### config.mk
export PLATFORM = sky130hd
export DESIGN_NAME = lsu_mem_access
export DESIGN_NICKNAME = d
export VERILOG_FILES = /design/src/rtl/lsu_mem_access.sv
export SDC_FILE = /design/constraint.sdc
export NUM_CORES = 1
export LEC_CHECK = 0
export BUFFER_PORTS_ARGS = -buffer_cell sky130_fd_sc_hd__clkbuf_2
export CAP_MARGIN = 20
export CORE_ASPECT_RATIO = 1.4
export CORE_MARGIN = 1.5
export CORE_UTILIZATION = 45
export CTS_CLUSTER_SIZE = 10
export DETAILED_ROUTE_END_ITERATION = 12
export PLACE_DENSITY = 0.77
export SLEW_MARGIN = 20
export SYNTH_ARGS = -nofsm -noshare
export SYNTH_HDL_FRONTEND = slang
export SYNTH_SLANG_ARGS = --single-unit
### constraint.sdc
create_clock -name clk -period 1.8 [get_ports clk]
set_input_delay 0.18 -clock clk [delete_from_list [all_inputs] [get_ports clk]]
set_output_delay 0.18 -clock clk [all_outputs]
set_load 0.1 [all_outputs]
### src/rtl/lsu_mem_access.sv
// Memory-access stage: turns decoded load/store controls plus the ALU
// effective address into a single-outstanding req/ack bus transaction.
// Stores are lane-steered with byte strobes; loads are lane-extracted and
// sign/zero extended. Misalignment, illegal width and bus timeout are
// reported as one-cycle faults coincident with the Done pulse.
module lsu_mem_access #(
  parameter int unsigned TIMEOUT_CYCLES = 255,
  parameter int unsigned CNT_W          = 8
) (
  input  logic        clk,
  input  logic        rst_n,
  input  logic        i_Valid_1,
  input  logic        i_Load_1,
  input  logic        i_Store_1,
  input  logic        i_LoadUnsigned_1,
  input  logic [1:0]  i_LoadStoreWidth_2,
  input  logic [31:0] i_Addr_32,
  input  logic [31:0] i_StoreData_32,
  output logic        o_Stall_1,
  output logic        o_Done_1,
  output logic [31:0] o_LoadData_32,
  output logic        o_Fault_1,
  output logic [1:0]  o_FaultCause_2,
  output logic        o_MemReq_1,
  output logic        o_MemWe_1,
  output logic [31:0] o_MemAddr_32,
  output logic [3:0]  o_MemWstrb_4,
  output logic [31:0] o_MemWdata_32,
  input  logic        i_MemAck_1,
  input  logic [31:0] i_MemRdata_32
);
  typedef enum logic [1:0] {S_IDLE, S_REQ, S_DONE, S_FAULT} state_e;

  // Last counter value allowed before a REQ without ack times out.
  localparam int unsigned      TO_M1   = (TIMEOUT_CYCLES == 0) ? 0 : TIMEOUT_CYCLES - 1;
  localparam logic [CNT_W-1:0] TO_LAST = CNT_W'(TO_M1);
  localparam bit               TO_EN   = (TIMEOUT_CYCLES != 0);

  state_e      state_q;
  logic [CNT_W-1:0] cnt_q;
  logic [1:0]  lo_q, width_q;
  logic        uns_q;
  logic        req_q, we_q, done_q, fault_q;
  logic [1:0]  cause_q;
  logic [31:0] addr_q, wdata_q, ldata_q;
  logic [3:0]  wstrb_q;

  logic        start, misal;
  logic [3:0]  st_wstrb;
  logic [31:0] st_wdata, ld_ext;
  logic [7:0]  ld_b;
  logic [15:0] ld_h;

  assign start = i_Valid_1 & (i_Load_1 | i_Store_1);
  assign misal = ((i_LoadStoreWidth_2 == 2'b01) & i_Addr_32[0]) |
                 ((i_LoadStoreWidth_2 == 2'b10) & (i_Addr_32[1:0] != 2'b00));

  // Store steering: replicate data across lanes, strobe only the addressed bytes
  always_comb begin
    st_wstrb = 4'b0000;
    st_wdata = i_StoreData_32;
    case (i_LoadStoreWidth_2)
      2'b00: begin
        st_wdata = {4{i_StoreData_32[7:0]}};
        st_wstrb = 4'b0001 << i_Addr_32[1:0];
      end
      2'b01: begin
        st_wdata = {2{i_StoreData_32[15:0]}};
        st_wstrb = i_Addr_32[1] ? 4'b1100 : 4'b0011;
      end
      2'b10:   st_wstrb = 4'b1111;
      default: st_wstrb = 4'b0000;
    endcase
  end

  // Load extraction: pick the addressed lane, then sign or zero extend
  always_comb begin
    case (lo_q)
      2'd0:    ld_b = i_MemRdata_32[7:0];
      2'd1:    ld_b = i_MemRdata_32[15:8];
      2'd2:    ld_b = i_MemRdata_32[23:16];
      default: ld_b = i_MemRdata_32[31:24];
    endcase
    ld_h = lo_q[1] ? i_MemRdata_32[31:16] : i_MemRdata_32[15:0];
    case (width_q)
      2'b00:   ld_ext = {{24{~uns_q & ld_b[7]}}, ld_b};
      2'b01:   ld_ext = {{16{~uns_q & ld_h[15]}}, ld_h};
      default: ld_ext = i_MemRdata_32;
    endcase
  end

  // Hold upstream while an op is being accepted or the bus is busy
  assign o_Stall_1 = ((state_q == S_IDLE) & start) | (state_q == S_REQ);

  // Transaction FSM with registered bus and completion outputs
  always_ff @(posedge clk or negedge rst_n) begin
    if (!rst_n) begin
      state_q <= S_IDLE;
      cnt_q   <= '0;
      lo_q    <= 2'b00;
      width_q <= 2'b00;
      uns_q   <= 1'b0;
      req_q   <= 1'b0;
      we_q    <= 1'b0;
      done_q  <= 1'b0;
      fault_q <= 1'b0;
      cause_q <= 2'b00;
      addr_q  <= '0;
      wdata_q <= '0;
      wstrb_q <= 4'b0000;
      ldata_q <= '0;
    end else begin
      done_q  <= 1'b0;
      fault_q <= 1'b0;
      case (state_q)
        S_IDLE: begin
          cause_q <= 2'b00;
          ldata_q <= '0;
          if (start) begin
            if (i_LoadStoreWidth_2 == 2'b11) begin
              state_q <= S_FAULT;
              done_q  <= 1'b1;
              fault_q <= 1'b1;
              cause_q <= 2'b11;
            end else if (misal) begin
              state_q <= S_FAULT;
              done_q  <= 1'b1;
              fault_q <= 1'b1;
              cause_q <= 2'b01;
            end else begin
              // Store wins when both direction bits are set
              state_q <= S_REQ;
              req_q   <= 1'b1;
              we_q    <= i_Store_1;
              addr_q  <= {i_Addr_32[31:2], 2'b00};
              wstrb_q <= i_Store_1 ? st_wstrb : 4'b0000;
              wdata_q <= st_wdata;
              lo_q    <= i_Addr_32[1:0];
              width_q <= i_LoadStoreWidth_2;
              uns_q   <= i_LoadUnsigned_1;
              cnt_q   <= '0;
            end
          end
        end
        S_REQ: begin
          // Ack wins over a timeout landing in the same cycle
          if (i_MemAck_1) begin
            state_q <= S_DONE;
            done_q  <= 1'b1;
            req_q   <= 1'b0;
            we_q    <= 1'b0;
            wstrb_q <= 4'b0000;
            if (!we_q) ldata_q <= ld_ext;
          end else if (TO_EN && (cnt_q == TO_LAST)) begin
            state_q <= S_FAULT;
            done_q  <= 1'b1;
            fault_q <= 1'b1;
            cause_q <= 2'b10;
            req_q   <= 1'b0;
            we_q    <= 1'b0;
            wstrb_q <= 4'b0000;
          end else begin
            cnt_q <= cnt_q + CNT_W'(1);
          end
        end
        S_DONE, S_FAULT: begin
          state_q <= S_IDLE;
          cause_q <= 2'b00;
          ldata_q <= '0;
        end
        default: state_q <= S_IDLE;
      endcase
    end
  end

  assign o_Done_1       = done_q;
  assign o_Fault_1      = fault_q;
  assign o_FaultCause_2 = cause_q;
  assign o_LoadData_32  = ldata_q;
  assign o_MemReq_1     = req_q;
  assign o_MemWe_1      = we_q;
  assign o_MemAddr_32   = addr_q;
  assign o_MemWstrb_4   = wstrb_q;
  assign o_MemWdata_32  = wdata_q;

endmodule

[Word level (Yosys, flattened, before mapping)]
Cells that the tools add are included.
Storage, ports and cells
  logic and storage cells: 113
  flip-flop bits (word level): 119
  input port bits: 105
  output and inout bits: 107
Cells by class
  $add $sub $neg: 1
  reduce and logical (&&, ||, !) cells: 14
  mux-type cells: 52
  eq/ne operators: 19
  shifts and indexed selects: 1
  bitwise operators: 12
Operator list (number)
  32-bit case mux with 2 select lines: 3
  32-bit two-way mux: 2
  8-bit two-way mux: 5
  4-bit two-way mux: 7
  8-bit case mux with 3 select lines: 1
  2-bit two-way mux: 9
  16-bit two-way mux: 1
  8-bit case mux with 2 select lines: 1
  1-bit two-way mux: 15
  2-bit != test (second input constant): 7
  2-bit case mux with 3 select lines: 2
  4-bit case mux with 3 select lines: 1
  2-bit == test (second input constant): 5
  8-bit by 1-bit adder with 8-bit output (second input constant): 1
  2-bit by 1-bit == test with 1-bit output (second input constant): 4
  8-bit == test (second input constant): 1
  2-bit zero test: 4
  1-bit case mux with 2 select lines: 4
  4-bit case mux with 2 select lines: 1
  1-bit bitwise AND: 6
  2-bit AND reduction: 3
  6-bit AND reduction: 1
  5-bit AND reduction: 1
  4-bit AND reduction: 1
  8 further kinds: 13

[Logic depth before layout (Yosys ltp)]
  depth in word-level cells: 7
  mapped depth: 7

[Worst setup path before layout]
Ideal clock, no wire load.
  path type: register -> register
  start: reg we_q, in the netlist o_MemWe_1
  end: reg ldata_q[21], in the netlist o_LoadData_32[21]
  path slack: -326 ps
  cell stages (with the launch flop): 6
  library setup time: 126 ps
  clock period less this slack: 2126 ps
  data arrival time: 2000 ps
  cells stage by stage: dfrtp_1 > and2b_1 > and3_1 > buf_1 > clkbuf_1 > a221o_1
Between the ends
  cells in the longest elaborated chain, start to end: 2
RTL lines
  start, declared: RTL line 43  | logic req_q, we_q, done_q, fault_q;
  start signal, assigned: RTL line 134  | we_q <= i_Store_1;
  2-bit != test (no source line)
  2-bit AND reduction (no source line)
  end signal, assigned: RTL line 153  | if (!we_q) ldata_q <= ld_ext;
  end, declared: RTL line 45  | logic [31:0] addr_q, wdata_q, ldata_q;
Every way passes these cells.
A chain may end at the register's enable or synchronous reset.

[Worst setup path after layout]
  start: reg lo_q[0]
  end: reg ldata_q[31], in the netlist o_LoadData_32[31]
Between the ends
  cells in the longest elaborated chain, start to end: 7
  elaborated cells between the ends (all ways): 9
RTL lines
  start, declared: RTL line 41  | logic [1:0] lo_q, width_q;
  start signal, assigned: RTL line 138  | lo_q <= i_Addr_32[1:0];
  2-bit == test (tied with other cells): RTL line 78  | case (lo_q)
  8-bit case mux with 3 select lines *: RTL line 78
  1-bit bitwise AND *: RTL line 86  | 2'b00: ld_ext = {{24{~uns_q & ld_b[7]}}, ld_b};
  32-bit case mux with 2 select lines *: RTL line 85  | case (width_q)
  32-bit two-way mux *: RTL line 153
  32-bit two-way mux *: RTL line 147  | if (i_MemAck_1) begin
  32-bit case mux with 2 select lines *: RTL line 115  | case (state_q)
Every way passes the cells marked *; elsewhere a longest branch is shown, timed or not. The select of a mux whose other input is x is not followed.

==> impl_metrics.json <==
{
  "vias": 4877,
  "htreeDepth": 4,
  "wire_per_inst_um": 18.0,
  "synth-seq-cells": 119,
  "instances_no_fill": 885,
  "antenna_found_initial": 0,
  "hp-class": "input pin to flop",
  "ys_seq_area_share_pct": 53.4,
  "grt_pass1_wl_mm": 25.6,
  "die_y_um": 135,
  "core_area_mm2": 0.0119,
  "layout-drive-gt1-share_pct": 45.0,
  "cts_root_buf": "clkbuf_16",
  "synth_cell_types": 52,
  "syn_to_final_growth_pct": 37.4,
  "cts_tree": "yes",
  "synthCells": 489,
  "setup_viol": 0,
  "most-common-layout-cells": "clkbuf_2 (207), dfrtp_1 (118), nand2_1 (56)",
  "final_common_cell": "clkbuf_2",
  "placed_cells": 835,
  "ys.flop_type": "dfrtp_1",
  "fin_crit_sh_pct": 95.9,
  "arrival_ns": 2.01,
  "synth_edf_count": 0,
  "netlist_area_mm2": 0.00557,
  "finalClockSkew_ns": 0.00936,
  "outcome": "finished clean",
  "slew_headroom_pct": 61.5,
  "start_kind": "flop",
  "remaining_drc_errors": 0,
  "required_ns": 2.08,
  "async_flop_share_pct": 100,
  "grt_pass1_vias": 5151,
  "gr-total-overflow": 0,
  "critPathCaptureType": "flop",
  "maxCapViolCount": 0,
  "start_util_pct": 46.7,
  "period_needed_ns": 1.73,
  "grt_use_total_pct": 24.5,
  "pin_count": 212,
  "drt_pre_antenna_iters": 5,
  "clk_path_buf_depth": 2,
  "num_antenna_cells": 0,
  "fmax_ghz": 0.579,
  "hold_viol": 0,
  "cts_buffers": 17,
  "synth.largest_area_cell": "dfrtp_1",
  "synthTopCellsByArea": "dfrtp_1 (53%), mux2_2 (9.1%), mux2i_1 (5.4%), nand2_1 (3.8%), o21ai_0 (3.0%)",
  "cts.clk_slew.worst_paths_ns": 0.06,
  "area.sequential_mm2": 0.00298,
  "grt_max_degree": 57,
  "multi_input_area_mm2": 0.00247,
  "drt-initial-drc-count": 196,
  "rsz0062_at_grt": "no",
  "routed_wirelength_mm": 15.9,
  "numClockSinks": 119,
  "worst_slew_pin_slew_ns": 0.581,
  "clkLatencyLatePin_ns": 0.40,
  "worstSetupPathType": "flop to flop",
  "fin_nets": 832,
  "synth_top_area_share_pct": 53.4,
  "slew_viol_final": 0,
  "fill_cells": 922,
  "synth.avg_cell_area_um2": 11.4,
  "gp_congestion": 0.871,
  "via_per_inst": 5.51,
  "row_count": 47,
  "yosys_warnings": 0,
  "cp_max_fo": 16,
  "fp.dieW_um": 97.1,
  "whs_ns": 0.0199,
  "final_antenna_net_count": 0,
  "die_area_mm2": 0.0131,
  "dp_hpwl_mm": 11.5,
  "port_buffers": 209
}
==> worst max-delay path, stage by stage, from the launching register on <==
cell and delay (ns):
dfrtp_1 0.41, mux2_2 0.39, a22oi_2 0.24, a2111oi_4 0.12, buf_12 0.17, a221o_2 0.29
==> cell families (layout without fill, tap and decap cells) <==
| group | count (synthesis) | count (layout) | synth area share [%] |
|---|---|---|---|
| fa+ha+maj | 2 | 2 | 0.449 |
| xor+xnor | 2 | 2 | 0.314 |
| other cells | 1 | 2 | 0.0673 |
| simple gates | 131 | 131 | 11.5 |
| mux | 83 | 83 | 16.1 |
| buf+inv | 36 | 284 | 3.14 |
| flops | 119 | 119 | 53.4 |
| compound gates | 115 | 115 | 15.0 |
==> what timing repair did <==
item,in CTS,in global routing
gates resized for setup,4,5
hold buffers,16,1
pin swaps,1,0
endpoints found under the setup margin,28,19
endpoints found under the hold margin,40,1
setup buffers,1,0
==> synthesized netlist by cell type (2+ instances only) <==
cell type / count
o211ai_1: 2
ha_1: 2
nand2_1: 57
nor2b_1: 3
and2_1: 2
clkbuf_1: 15
a21oi_1: 14
o21ai_1: 11
a211oi_1: 6
mux2_1: 8
dfrtp_1: 119
o21ai_0: 33
nand2b_1: 15
mux2i_1: 30
mux2_2: 45
a32o_1: 7
nor4b_1: 2
nand4_1: 2
nor3_1: 4
o31ai_1: 3
a22o_1: 10
or4_1: 2
buf_6: 2
buf_2: 14
xor2_1: 2
or3_1: 3
nor2_1: 23
nand3_1: 7
nor3_2: 2
buf_4: 2
a221o_1: 15
and2b_1: 2
nor3b_2: 2
inv_1: 2
a31o_2: 4
==> through the flow <==
step	area [µm²]	utilization [%]	setup slack, ns	TNS, ns
final	7660	64.1	0.0739	0
after global placement	6900	57.8	-0.0496	-0.585
after CTS	7630	63.9	0.0436	0
after global routing	7660	64.1	0.00102	0
after floorplan	5580	-	0.0298	0
after detailed placement	6900	57.8	-0.120	-1.76
==> layout make-up <==
type                       count  area share [%]
multi-input combinational    335            32.3
tap                          147            2.40
inverter                       2          0.0981
sequential                   119            38.9
clock inverter                15            1.41
clock buffer                  17            5.56
timing repair buffer         250            19.3
==> per-layer routing <==
metal	routed length (µm)	GRT usage, %	up-vias
met4	534	11.2	0
li1	-	-	2254
met1	6110	27.7	2351
met5	0	0	-
met2	8110	43.1	238
met3	1140	6.63	34
==> worst paths after layout <==
| check | to | slack [ns] | cells after the start | startpoint |
|---|---|---|---|---|
| worst max-delay path | o_LoadData_32[31]$_DFFE_PN0P_ | 0.07 | 5 | lo_q[0]$_DFFE_PN0P_ |
| worst min-delay path | o_MemAddr_32[8]$_DFFE_PN0P_ | 0.02 | 2 | i_Addr_32[8] |
| worst max register to register | o_LoadData_32[31]$_DFFE_PN0P_ | 0.07 | 5 | lo_q[0]$_DFFE_PN0P_ |
| worst min register to register | o_MemReq_1$_DFFE_PN0P_ | 0.48 | 1 | o_MemReq_1$_DFFE_PN0P_ |
| max in group asynchronous | o_MemAddr_32[4]$_DFFE_PN0P_ | 0.93 | 3 | rst_n |
| min in group asynchronous | o_LoadData_32[14]$_DFFE_PN0P_ | 0.25 | 2 | rst_n |
==> state kept, by name, indices dropped and copies added (netlist names) <==
signal / flops
o_LoadData_32: 32
o_FaultCause_2: 2
o_MemWe_1: 1
o_MemWdata_32: 32
o_MemWstrb_4: 4
cnt_q: 8
width_q: 2
o_Fault_1: 1
o_MemReq_1: 1
o_Done_1: 1
uns_q: 1
o_MemAddr_32: 30
lo_q: 2
state_q: 2
Power is left out: the tool's default activity adds up to more than one toggle a clock period on the data nets, which glitch-free logic cannot reach.
